<file path="config.mk">
export PLATFORM = sky130hd
export DESIGN_NAME = quant_pipe_mc
export DESIGN_NICKNAME = d
export VERILOG_FILES = /design/src/rtl/quant_pipe_mc.sv
export SDC_FILE = /design/constraint.sdc
export NUM_CORES = 2
export LEC_CHECK = 0
export CORE_MARGIN = 2
export CORE_UTILIZATION = 50
export CTS_BUF_LIST = sky130_fd_sc_hd__clkbuf_8
export DETAILED_ROUTE_END_ITERATION = 16
export PLACE_DENSITY = 0.76
export SETUP_SLACK_MARGIN = 0.02
export SYNTH_ARGS = -nofsm -noshare
export SYNTH_HDL_FRONTEND = slang
export SYNTH_SLANG_ARGS = --single-unit
</file>
<file path="constraint.sdc">
create_clock -name clk -period 22.4 [get_ports clk]
set_input_delay 4.48 -clock clk [delete_from_list [all_inputs] [get_ports clk]]
set_output_delay 4.48 -clock clk [all_outputs]
set_load 0.01 [all_outputs]
</file>
<file path="src/rtl/quant_pipe_mc.sv">
// Multi-lane, multi-channel requantiser: signed ACC_W accumulators -> uint8 activations.
// Four-stage pipeline (sat16 / multiply / round-shift / clamp+zp) with a per-channel
// scale/shift/zero-point table addressed by an internal channel counter.
// Optional feature macro: QUANT_RELU_EN (clamps negative int8 results to 0 before the zp add).
module quant_pipe_mc #(
  parameter int unsigned LANES  = 4,
  parameter int unsigned ACC_W  = 18,
  parameter int unsigned CH_NUM = 16,
  parameter int unsigned CH_AW  = 4
) (
  input  logic                     clk,
  input  logic                     rst_n,
  input  logic                     cfg_we,
  input  logic [CH_AW-1:0]         cfg_addr,
  input  logic [15:0]              cfg_scale,
  input  logic [3:0]               cfg_shift,
  input  logic [7:0]               cfg_zp,
  input  logic                     ch_clr,
  input  logic                     in_valid,
  output logic                     in_ready,
  input  logic [LANES*ACC_W-1:0]   in_data,
  input  logic                     in_last,
  output logic                     out_valid,
  input  logic                     out_ready,
  output logic [LANES*8-1:0]       out_data,
  output logic [CH_AW-1:0]         out_ch
);

  localparam logic signed [ACC_W-1:0] AccMax = ACC_W'(32'sd32767);
  localparam logic signed [ACC_W-1:0] AccMin = ACC_W'(-32'sd32768);
  localparam logic signed [32:0]      RMax   = 33'sd127;
  localparam logic signed [32:0]      RMin   = -33'sd128;

  logic signed [15:0] tbl_scale_q [CH_NUM];
  logic [3:0]         tbl_shift_q [CH_NUM];
  logic [7:0]         tbl_zp_q    [CH_NUM];
  logic [CH_AW-1:0]   ch_q;

  logic adv, accept;

  logic               s1_valid_q, s2_valid_q, s3_valid_q;
  logic signed [15:0] s1_sat_d  [LANES];
  logic signed [15:0] s1_sat_q  [LANES];
  logic signed [15:0] s1_scale_q;
  logic [3:0]         s1_shift_q, s2_shift_q;
  logic [7:0]         s1_zp_q, s2_zp_q, s3_zp_q;
  logic [CH_AW-1:0]   s1_ch_q, s2_ch_q, s3_ch_q;
  logic signed [31:0] s2_prod_d [LANES];
  logic signed [31:0] s2_prod_q [LANES];
  logic signed [32:0] s3_r_d    [LANES];
  logic signed [32:0] s3_r_q    [LANES];
  logic [LANES*8-1:0] out_data_d;

  function automatic logic signed [15:0] sat16(input logic signed [ACC_W-1:0] a);
    if (a > AccMax) return 16'sh7fff;
    else if (a < AccMin) return 16'sh8000;
    else return a[15:0];
  endfunction

  // Round half up: add half an LSB of the result, then arithmetic shift.
  function automatic logic signed [32:0] round_shift(input logic signed [31:0] p,
                                                     input logic [3:0] sh);
    logic signed [32:0] bias;
    bias = 33'sd1 <<< (sh - 4'd1);
    if (sh == 4'd0) return 33'(p);
    return (33'(p) + bias) >>> sh;
  endfunction

  function automatic logic [7:0] requant(input logic signed [32:0] r, input logic [7:0] zp);
    logic signed [7:0] q;
    if (r > RMax) q = 8'sd127;
    else if (r < RMin) q = -8'sd128;
    else q = r[7:0];
`ifdef QUANT_RELU_EN
    if (q < 0) q = '0;
`endif
    return q + zp;  // wraps mod 256 by design
  endfunction

  // Whole pipeline moves together; a stalled output freezes every stage.
  always_comb begin
    adv      = !out_valid || out_ready;
    in_ready = adv;
    accept   = in_valid && adv;
  end

  // Per-lane datapath for each stage boundary.
  always_comb begin
    out_data_d = '0;
    for (int l = 0; l < LANES; l++) begin
      s1_sat_d[l]  = sat16($signed(in_data[l*ACC_W +: ACC_W]));
      s2_prod_d[l] = 32'(s1_sat_q[l]) * 32'(s1_scale_q);
      s3_r_d[l]    = round_shift(s2_prod_q[l], s2_shift_q);
      out_data_d[l*8 +: 8] = requant(s3_r_q[l], s3_zp_q);
    end
  end

  // Parameter table and channel counter; beats read the table before this edge's write.
  always_ff @(posedge clk) begin
    if (!rst_n) begin
      for (int c = 0; c < CH_NUM; c++) begin
        tbl_scale_q[c] <= 16'sd1;
        tbl_shift_q[c] <= '0;
        tbl_zp_q[c]    <= '0;
      end
      ch_q <= '0;
    end else begin
      if (cfg_we && (32'(cfg_addr) < CH_NUM)) begin
        tbl_scale_q[cfg_addr] <= cfg_scale;
        tbl_shift_q[cfg_addr] <= cfg_shift;
        tbl_zp_q[cfg_addr]    <= cfg_zp;
      end
      if (ch_clr) begin
        ch_q <= '0;
      end else if (accept && in_last) begin
        ch_q <= (ch_q == CH_AW'(CH_NUM - 1)) ? '0 : ch_q + 1'b1;
      end
    end
  end

  // Pipeline registers S1..S4 (S4 is the output register).
  always_ff @(posedge clk) begin
    if (!rst_n) begin
      s1_valid_q <= 1'b0;
      s2_valid_q <= 1'b0;
      s3_valid_q <= 1'b0;
      out_valid  <= 1'b0;
      s1_scale_q <= '0;
      s1_shift_q <= '0;
      s2_shift_q <= '0;
      s1_zp_q    <= '0;
      s2_zp_q    <= '0;
      s3_zp_q    <= '0;
      s1_ch_q    <= '0;
      s2_ch_q    <= '0;
      s3_ch_q    <= '0;
      out_ch     <= '0;
      out_data   <= '0;
      for (int l = 0; l < LANES; l++) begin
        s1_sat_q[l]  <= '0;
        s2_prod_q[l] <= '0;
        s3_r_q[l]    <= '0;
      end
    end else if (adv) begin
      s1_valid_q <= accept;
      s1_scale_q <= tbl_scale_q[ch_q];
      s1_shift_q <= tbl_shift_q[ch_q];
      s1_zp_q    <= tbl_zp_q[ch_q];
      s1_ch_q    <= ch_q;
      s2_valid_q <= s1_valid_q;
      s2_shift_q <= s1_shift_q;
      s2_zp_q    <= s1_zp_q;
      s2_ch_q    <= s1_ch_q;
      s3_valid_q <= s2_valid_q;
      s3_zp_q    <= s2_zp_q;
      s3_ch_q    <= s2_ch_q;
      out_valid  <= s3_valid_q;
      out_ch     <= s3_ch_q;
      out_data   <= out_data_d;
      for (int l = 0; l < LANES; l++) begin
        s1_sat_q[l]  <= s1_sat_d[l];
        s2_prod_q[l] <= s2_prod_d[l];
        s3_r_q[l]    <= s3_r_d[l];
      end
    end
  end

endmodule

</file>
== After elaboration in Yosys (flattened, before gate mapping) ==
Memory sizes are Yosys's and may differ from the RTL's. A register that Yosys moved wholly into a read port is not among the register bits.
Index checks and enable logic that the tools add are counted.
Storage, ports and cells
  register bits after elaboration: 76
  latch bits: 0
  RAM bits: 772
  ROM bits: 0
  input bits: 111
  output and inout bits: 38
  word-level logic and storage cells: 134
  memories: 6
Cells by class
  add/subtract/negate cells: 10
  $mul: 4
  divide/modulo/power cells: 0
  order comparisons: 16
  eq/ne operators: 1
  shifts and indexed selects: 5
  muxes and demuxes: 54
  bitwise gates (word level): 13
  reductions and logical operators: 12
Memory list
  tbl_scale_q: words 16, bits a word 16, rd ports 1, clocked after memory_dff 1, wr ports 16, RTL line 34  | logic signed [15:0] tbl_scale_q [CH_NUM];
  s3_r_q: words 4, bits a word 33, rd ports 4, clocked after memory_dff 0, wr ports 4, RTL line 51  | logic signed [32:0] s3_r_q [LANES];
  s2_prod_q: words 4, bits a word 32, rd ports 4, clocked after memory_dff 0, wr ports 4, RTL line 49  | logic signed [31:0] s2_prod_q [LANES];
  tbl_zp_q: words 16, bits a word 8, rd ports 1, clocked after memory_dff 1, wr ports 16, RTL line 36  | logic [7:0] tbl_zp_q [CH_NUM];
  s1_sat_q: words 4, bits a word 16, rd ports 4, clocked after memory_dff 0, wr ports 4, RTL line 43  | logic signed [15:0] s1_sat_q [LANES];
  tbl_shift_q: words 16, bits a word 4, rd ports 1, clocked after memory_dff 1, wr ports 16, RTL line 35  | logic [3:0] tbl_shift_q [CH_NUM];
Operators with widths (number)
  $mux 33: 12
  $mux 16: 13
  $add 32x33->33: 4
  $gt 33x8->1 const B: 4
  $lt 33x8->1 const B: 4
  $sshr 33x4->33: 4
  $mul 16x16->32: 4
  $mux 32: 4
  $gt 18x16->1 const B: 4
  $lt 18x16->1 const B: 4
  $mux 8: 9
  $sshl 2x4->33 const A: 1
  $add 8x8->8: 4
  $mux 4: 5
  $reduce_or 16->1: 1
  $or 1x1->1: 12
  $mux 1: 11
  $reduce_or 8->1: 1
  $add 4x1->4 const B: 1
  $eq 4x4->1 const B: 1
  $logic_not 1->1: 4
  $logic_not 4->1: 1
  $reduce_or 4->1: 1
  $sub 4x1->4 const B: 1
  other kinds (4): 5

== Longest topological paths before layout ==
  depth in word-level cells: 6
  depth in mapped cells: 26

== Least setup slack after synthesis ==
Ideal clock, no wire load.
  kind: input-to-reg
  start: in out_ready
  end: mem s1_sat_q[0][0], enable pin
  setup time: 2.404 ns
  arrival time: 10.348 ns
  path slack: 9.648 ns
  cell stages on the path: 4
  path buffers: 2
  cell sequence: nor2b_1 > clkbuf_1 > clkbuf_1 > nand2_1
RTL lines
  start, declared: RTL line 24  | input logic out_ready,
  end, declared: RTL line 43

== Final worst setup path ==
  start: in out_ready
  end: out in_ready
On the way
  cells in the longest elaborated chain, start to end: 1
Ends and longest elaborated chain
  $logic_or 1x1->1: RTL line 82  | adv = !out_valid || out_ready;
  end, declared: RTL line 20  | output logic in_ready,
Every way passes these cells.

==> run metrics <==
status=finished clean; Die Y=424.9 um; CTS max path bufs=3; worst path bufs/invs=3; PwrDens=76.31 nW/um^2; IO buf count=148; FILL cells=15.05k; top post-synthesis cells by area=edfxtp_1, fa_1, and2_1; Fin. Hold Viols=0; Yosys warning total=0; Synth Net Count=around 10k; Comb pwr share=46.4%; R2R Path End=s2_prod_q[3][29]; Clk pwr share=21.5%; cell row count=154; vias in the first global route=roughly 69k; CP Capture Type=primary output; largest net degree at the start of global routing=139; max_cap viols=0; Overall Power=0.007275 W; Synth Cell Area=88560 um^2; Worst-path clk slew=about 0.06 ns; area leader, netlist=edfxtp_1; crit-path cells=clkdlybuf4s50_1 -> nor2b_4 -> inv_4 -> clkdlybuf4s50_1; CTS sink cnt=about 900; Critical Path AT=6.23 ns; hold path endpoint=s3_zp_q[7]; max_slew headroom=between 6 and 7%; CP required=around 18 ns; Tmin final=10.71 ns; CTS buffer count=150; slowest stage delay, CP=0.57 ns; number of flops mapped to enable cells by yosys=just under 800; Mapped Avg Cell Area=10.01 um^2; H-tree Lvls=4; Final Max Slew Viols=0; Die W=424.9 um; Sw Ratio=a little over two fifths; register area share after synthesis=approximately 29%; GR Util All Layers=29.06%; Initial Util=50.28%; area grow syn2layout=7.651%; Hold Startpoint=s2_zp_q[7]; most common cell after layout, fill and taps aside=inv_1; sequential power share=between 30% and 40%; core area=around 180000 um^2; first-pass GRT wire length=402900 um; initial antenna violation count=10; register-to-register setup slack=14.14 ns; worst r2r src=s1_scale_q[15]; setup bufs post-CTS=0; global placer's final weighted congestion=slightly above 1; IO Pins=approximately 150; Hold Buf Count CTS=0; Max Clk Rate=93.36 MHz; CP Depth=4; Critical-path top delay cell=clkdlybuf4s50_1; TritonCTS clock tree=done; Routed WL=262200 um; die area=180500 um^2; Synth cell types=89; Resized Gates After CTS=0; fin crit share=47.82%; hold path depth=2; routed vias=66.99k; WS Path Type=in2out; unrepaired setup endpoints after global routing=no; Pint=0.004200 W; DP HPWL=189600 um; nets@finish=10.33k; CP top delay family=buffers and inverters; gr ovfl total=0; fraction of registers with async set/reset=0%; layout cells sized above 1=~6.9%; Final Setup Violations=0; setup TNS=0 ns; clk_lat worst skew=0.94 ns; Cells after Synth=8846; CP most frequent cell=clkdlybuf4s50_1; share of the synthesized area in the top cell type=a little over a quarter; Least-Margin Pin Slew=1.402 ns; post-synthesis register bit count=between 800 and 900; worst min-delay path class=reg2reg; Pre-Repair DR Iteration Count=6; CP Launch Point=out_ready; Final ANT Viol Nets=0; leakage=approximately 42 nW; initial DRC count=6851; worst-path maximum fanout=23; Routed wire per std cell=23.41 um; clk_skew=0.08034 ns; drt drc=0; FF-to-FF path depth=21; maximum VDD drop=61.80 uV; vias per inst=roughly 6; commonest cells after routing, fill and taps aside=inv_1, fa_1, and2_1, nand2_1, edfxtp_1; predominant post-synthesis flop cell=edfxtp_1; startpoint class of the critical path=input pin; root buf cell=clkbuf_8; Psw=0.003075 W
[power by group through the flow]
stage               registers [W]  logic (W)  clock network, W
finish                    0.00233    0.00338           0.00156
floorplan                 0.00217    0.00245                 0
global route              0.00234    0.00375           0.00165
global placement          0.00234    0.00325                 0
detailed placement        0.00235    0.00334                 0
CTS                       0.00232    0.00335           0.00159
[synthesized netlist by cell type (88+ instances only)]
cell type and instances:
a21oi_1 311, nor3_1 91, fa_1 1056, xnor2_1 187, mux4_2 157, clkbuf_1 460
mux2i_1 91, ha_1 423, dfxtp_1 104, xor2_1 88, inv_1 1186, a211oi_1 100
a21boi_0 93, nor2_1 541, edfxtp_1 772, and2_1 948, o21ai_0 251, nand2_1 939
[worst register-to-register path, cell delays in order (launching register included)]
cell and delay, ns:
dfxtp_1 1.01, clkinv_2 1.04, buf_4 0.62, nor2_1 0.25, fa_1 0.47, fa_1 0.47, fa_1 0.52, fa_1 0.43
fa_1 0.49, inv_1 0.05, fa_1 0.48, inv_1 0.04, ha_1 0.34, nand4_1 0.17, or2_2 0.33, o221a_2 0.27
a211oi_1 0.41, o31ai_1 0.20, nand2b_1 0.12, a21oi_1 0.09, xor2_1 0.15, nor2_1 0.05
[state kept, by name, summed over array words and instances (netlist names), 4 cells and up]
register,flops
s2_prod_q,128
s1_shift_q,4
out_ch,4
out_data,32
tbl_shift_q,64
s2_zp_q,8
s1_zp_q,8
tbl_scale_q,256
s1_scale_q,16
s3_zp_q,8
s1_ch_q,4
s2_ch_q,4
s3_ch_q,4
s3_r_q,132
ch_q,4
tbl_zp_q,128
s1_sat_q,64
s2_shift_q,4
[cell type report]
class | count | area [um^2] | share of cell area, %
Clock buffer | 161 | 2216 | 2.324
Tap cell | 2340 | 2928 | 3.071
Inverter | 1189 | 4472 | 4.691
Multi-Input combinational cell | 6268 | 57130 | 59.93
Timing Repair Buffer | 251 | 2281 | 2.393
Clock inverter | 108 | 991.0 | 1.039
Antenna cell | 5 | 12.51 | 0.01312
Sequential cell | 876 | 25300 | 26.54
[how the worst max path moves through the flow]
stage / end
after floorplan: s1_sat_q[0][0]
after CTS: in_ready
after global routing: in_ready
final: in_ready
after global placement: in_ready
after detailed placement: in_ready
[layer usage]
metal / up-vias / wire, um / GRT usage, % / share of wire [%]
li1: 29160 / - / - / -
met1: 33630 / 100300 / 37.62 / 38
met2: 3484 / 124800 / 47.99 / 48
met3: 716 / 25060 / 5.345 / 9.6
met4: 8 / 12020 / 12.43 / 4.6
met5: - / 69 / 0 / 0.026
[cells by family after synthesis]
logic type	Yosys count	share of synthesized area (%)
mux	289	5.547
compound gates	1311	9.889
fa+ha+maj	1479	29.85
flops	876	28.53
buf+inv	1702	7.240
xor+xnor	275	2.720
simple gates	2914	16.23
[through the flow]
stage | utilization, % | cell area [um^2] | setup WS, ns | hold slack, ns | instances
floorplan | - | 88560 | 9.648 | 0.4406 | 8846
global placement | 52.30 | 92110 | 11.74 | 0.4506 | 10920
detailed placement | 52.30 | 92110 | 11.69 | 0.4569 | 10920
CTS | 54.12 | 95320 | 11.70 | 0.4586 | 11190
global route | 54.13 | 95330 | 11.65 | 0.4716 | 11200
finish | 54.13 | 95330 | 11.69 | 0.4495 | 11200
Power figures use the tool's default switching activity.
